File: src/rtl/lm_sm_sequencer.sv
// lm_sm_sequencer: expands an LM/SM instruction into one register transfer per
// selected bit of the imm8 mask. The lowest-numbered register goes first, and
// addresses count up from the base.
// Ports:
//   clk, reset            - clock, synchronous active-high reset
//   start, is_sm          - instruction valid in RR / SM (1) vs LM (0)
//   reg_list, base_addr   - register mask and starting word address
//   hold                  - downstream stall, freezes the sequencer
//   busy, stall_fetch     - RUN indicator / front-end freeze
//   seq_valid/reg/addr    - one transfer issued this cycle
//   seq_regwrite/memwrite - LM / SM transfer qualifiers
//   seq_pc_write          - LM transfer into R7
//   lm_fwd                - Rs-forwarding enable (low while sequencing)
//   done                  - completion pulse
module lm_sm_sequencer (
   input  logic        clk,
   input  logic        reset,
   input  logic        start,
   input  logic        is_sm,
   input  logic [7:0]  reg_list,
   input  logic [15:0] base_addr,
   input  logic        hold,
   output logic        busy,
   output logic        stall_fetch,
   output logic        seq_valid,
   output logic [2:0]  seq_reg,
   output logic [15:0] seq_addr,
   output logic        seq_regwrite,
   output logic        seq_memwrite,
   output logic        seq_pc_write,
   output logic        lm_fwd,
   output logic        done
);

   localparam int unsigned DW = 16;
   localparam int unsigned IW = 3;
   localparam int unsigned LW = 8;

   localparam logic [0:0] ST_IDLE = 1'b0;
   localparam logic [0:0] ST_RUN  = 1'b1;

   logic [0:0]    state_q, state_d;
   logic [LW-1:0] rem_list, rem_list_d;
   logic [DW-1:0] addr_q, addr_d;
   logic          sm_q, sm_d;

   logic          run;
   logic          advance;
   logic [LW-1:0] rem_clr;
   logic [IW-1:0] low_idx;

   // State registers
   always_ff @(posedge clk) begin
      if (reset) begin
         state_q  <= ST_IDLE;
         rem_list <= '0;
         addr_q   <= '0;
         sm_q     <= 1'b0;
      end else begin
         state_q  <= state_d;
         rem_list <= rem_list_d;
         addr_q   <= addr_d;
         sm_q     <= sm_d;
      end
   end

   // Lowest set bit of the remaining mask; the mask with that bit removed
   always_comb begin
      low_idx = '0;
      for (int i = LW - 1; i >= 0; i--) begin
         if (rem_list[i]) low_idx = IW'(i);
      end
      rem_clr = rem_list & (rem_list - LW'(1));
   end

   // Next state and outputs
   always_comb begin
      state_d      = state_q;
      rem_list_d   = rem_list;
      addr_d       = addr_q;
      sm_d         = sm_q;
      run          = (state_q == ST_RUN);
      advance      = run && !hold;
      busy         = run;
      lm_fwd       = !run;
      seq_valid    = advance && (rem_list != '0);
      seq_reg      = low_idx;
      seq_addr     = addr_q;
      seq_regwrite = seq_valid && !sm_q;
      seq_memwrite = seq_valid && sm_q;
      seq_pc_write = seq_valid && !sm_q && (low_idx == IW'(7));
      // At most one bit left means this is the final cycle of the sequence
      done         = advance && (rem_clr == '0);
      stall_fetch  = (!run && start) || (run && !done);

      if (!run) begin
         if (start) begin
            rem_list_d = reg_list;
            addr_d     = base_addr;
            sm_d       = is_sm;
            state_d    = ST_RUN;
         end
      end else if (advance) begin
         rem_list_d = rem_clr;
         if (seq_valid) addr_d = addr_q + DW'(1);
         if (done) state_d = ST_IDLE;
      end
   end

endmodule

File: config.mk
export PLATFORM = sky130hd
export DESIGN_NAME = lm_sm_sequencer
export DESIGN_NICKNAME = d
export VERILOG_FILES = /design/src/rtl/lm_sm_sequencer.sv
export SDC_FILE = /design/constraint.sdc
export NUM_CORES = 1
export LEC_CHECK = 0
export BUFFER_PORTS_ARGS = -buffer_cell sky130_fd_sc_hd__buf_2
export CORE_ASPECT_RATIO = 0.6
export CORE_UTILIZATION = 45
export CTS_CLUSTER_DIAMETER = 80
export CTS_CLUSTER_SIZE = 10
export DETAILED_ROUTE_END_ITERATION = 8
export HOLD_SLACK_MARGIN = 0.06
export PLACE_DENSITY = 0.8
export SKIP_LAST_GASP = 1
export SYNTH_ARGS = -nofsm -noshare
export SYNTH_HDL_FRONTEND = slang
export SYNTH_SLANG_ARGS = --single-unit
File: constraint.sdc
create_clock -name clk -period 2.13 [get_ports clk]
set_input_delay 0.639 -clock clk [delete_from_list [all_inputs] [get_ports clk]]
set_output_delay 0.639 -clock clk [all_outputs]
set_load 0.005 [all_outputs]
==> flow_summary.json <==
{
  "rrSetupSlack_ps": 200,
  "placed_cells": 331,
  "clk_latency_ps": 280,
  "p_leak_nw": 0.980,
  "coreArea_mm2": 0.00344,
  "insertedDiodeCount": 0,
  "ys_ff_latch": 26,
  "whs_path_depth": 2,
  "crit_path_max_fanout": 3,
  "io_buffers": 55,
  "grt_util_met2_pct": 37.9,
  "die_h_um": 49.9,
  "grtUsageMet1_pct": 48.3,
  "grt_remaining_overflow": 0,
  "synth_top_area_share_pct": 30.3,
  "clock_path_buffers": 2,
  "cts_root_buf": "clkbuf_8",
  "dp_hpwl_um": 4160,
  "ys.warnings.count": 0,
  "crit_slowest_cell": "or4_4",
  "die_w_um": 81.8,
  "clock_skew_ps": 5.32,
  "arrival_ps": 1950,
  "path_class": "flip-flop to primary output",
  "grt_max_degree": 21,
  "crit_buf_inv": 1,
  "cts_tree": "done",
  "grt_pass1_wl_um": 9240,
  "min_from": "seq_addr[15]",
  "timing.setup.tns_ps": -1340,
  "ir_drop_uv": 371,
  "status": "finished with violations",
  "dieArea_mm2": 0.00408,
  "synth_area_mm2": 0.00172,
  "gp_congestion": 0.909,
  "ant_nets": 0,
  "slew_headroom_pct": 58.0,
  "route.detailed.drc": 0,
  "cts_num_sinks": 26,
  "yosys.cell_types.count": 54,
  "hold_class": "flip-flop to flip-flop",
  "drt-initial-drc-count": 317,
  "start_util_pct": 49.9,
  "reg2reg_from": "seq_addr[1]",
  "cap_violations": 0,
  "drt_pass1_iterations": 5,
  "htreeDepth": 1,
  "startpoint_type": "flip-flop",
  "setup_viol": 5,
  "worstHoldEndpoint": "seq_addr[15]",
  "grt_pass1_vias": 1769,
  "syn_nets": 252,
  "worstMarginPinSlew_ps": 625,
  "async_flop_share_pct": 0,
  "track_usage_pct": 30.0,
  "grt.met3_usage_pct": 8.33,
  "cts.clk_slew.worst_paths_ps": 100,
  "synth_top_area_cell": "dfxtp_1",
  "synth_edf_count": 0,
  "worstSetupEndpointType": "primary output",
  "rsz0062_at_grt": "yes",
  "grt_antenna_before_repair": 0,
  "netlist_instances": 222,
  "seq_area_frac_synth_pct": 30.3,
  "crit_family": "simple AND/OR/NAND/NOR gates",
  "totalWireLength_um": 5940,
  "holdBufCountCts": 0,
  "hold_violations": 0,
  "area_growth_pct": 36.6,
  "avgViaCountPerCell": 6.37,
  "synth_area_leaders": "dfxtp_1 30%, a21oi_1 6.7%, nand2_1 6.3%, nor2_1 3.1%, o32ai_1 3.1%",
  "routedWlPerCell_um": 17.6,
  "max_freq_ghz": 0.386,
  "worst_hold_slack_ps": 511,
  "io_pins": 56,
  "postSynthAreaPerCell_um2": 7.74,
  "vias": 2152,
  "nNetsFinal": 324,
  "rows": 16,
  "path_cells": "or4_4 -> a2111oi_4 -> or3b_4 -> and2_1 -> buf_2",
  "min_period_over_period_pct": 122,
  "power_density_mw_per_mm2": 623,
  "violations": "negative setup slack",
  "grt.busiest_layer": "met1",
  "cp.required_ps": 1490,
  "slowest_delay_ps": 580,
  "drive_above_1_share_pct": 38.6,
  "setup_slack_ps": -460,
  "cts_made_buffers": 3,
  "slew_violations": 0,
  "r2r_cells": 5,
  "period_minus_slack_ps": 2590,
  "regToRegEndpoint": "seq_addr[12]",
  "ys.flop_type": "dfxtp_1",
  "final_cells": 338
}
==> flip-flops by register name, summed over array words and instances (netlist names) <==
register	cells
rem_list	8
busy	1
sm_q	1
seq_addr	16
==> synthesized netlist by cell type, types with 2 or more instances <==
cell type  instances
o221a_2            2
inv_1              9
buf_2              4
and2_1             2
nand2_1           29
o21ai_0            8
o32ai_1            6
a221oi_1           4
mux2i_1            2
clkbuf_1          11
or4_1              2
nand3_1            5
nor2_1            14
nand2b_1           2
o31a_1             2
a32o_1             2
nand4_1            3
nor4_1             8
a2111oi_0          2
o21bai_1           2
a22oi_1            6
dfxtp_1           26
a211oi_1           4
a2bb2oi_1          4
or4_4              2
nor2b_1            4
nor3_1             5
o22ai_1            4
a21oi_1           23
==> layout by cell type, fill, tap and decap left out, drive strengths merged, types with 2 or more instances in the layout <==
master / count
dfxtp: 26
a211oi: 4
nor2b: 4
mux2i: 2
nor2: 15
nor3: 5
o21ai: 8
a21oi: 23
o221a: 2
or4: 4
and2: 2
a2bb2oi: 4
a2111oi: 3
buf: 83
nand2b: 2
nor4: 9
inv: 10
nand4: 4
a22oi: 6
nand2: 29
clkbuf: 3
o22ai: 4
o32ai: 7
o31a: 2
a221oi: 4
o21bai: 2
a32o: 2
nand3: 6
==> layout make-up <==
cell class	instances	area, um^2
Clock buffer	3	41.3
Clock inverter	1	30.0
Fill cell	293	1100
Inverter	10	40.0
Multi-Input combinational cell	170	1140
Sequential cell	26	531
Tap cell	45	56.3
Timing Repair Buffer	83	505
==> power by group <==
part	switching [mW]	internal (mW)	leakage (nW)	total, mW
sequential	0.0569	0.527	0.216	0.584
clock	0.174	0.252	0.0357	0.426
combinational	0.237	0.215	0.728	0.452
==> worst min-delay path, cell delays in order (launching register included) <==
cell and delay, ps:
dfxtp_1 330, nand2_1 70, o32ai_2 70
==> per-layer routing <==
layer	up-vias	part of all wire, %
li1	1001	-
met5	-	0
met3	10	13
met4	0	1.2
met2	160	40
met1	981	46
==> how the worst max path moves through the flow <==
stage	startpoint	cells after the start	slack, ps	endpoint
floorplan	rem_list[3]	4	5	done
global placement	hold	6	-150	seq_pc_write
detailed placement	hold	6	-190	seq_pc_write
CTS	rem_list[1]	5	-390	done
global route	rem_list[1]	5	-510	done
finish	rem_list[1]	5	-460	done
==> cell families after synthesis <==
family / count (synthesis) / synth area share (%)
compound gates: 80 / 33.5
flops: 26 / 30.3
buf+inv: 26 / 6.41
mux: 2 / 1.17
simple gates: 87 / 27.9
fa+ha+maj: 1 / 0.728
==> metrics by stage <==
step | setup slack (ps) | utilization (%) | total power, mW | cell area [um^2]
after floorplan | 4.75 | - | 0.817 | 1720
after global placement | -151 | 63.0 | 0.984 | 2170
after detailed placement | -189 | 63.0 | 0.992 | 2170
after CTS | -395 | 66.4 | 1.43 | 2280
after global routing | -509 | 68.2 | 1.53 | 2350
final | -460 | 68.2 | 1.46 | 2350
==> repair_timing <==
| item | CTS | global route |
|---|---|---|
| buffers inserted | 1 | 2 |
| endpoints found under the hold margin | 0 | 0 |
| setup endpoints to repair | 6 | 9 |
| pin swaps | 5 | 3 |
| resized for setup | 6 | 15 |
Note: power is estimated with default switching activity, not from simulation.
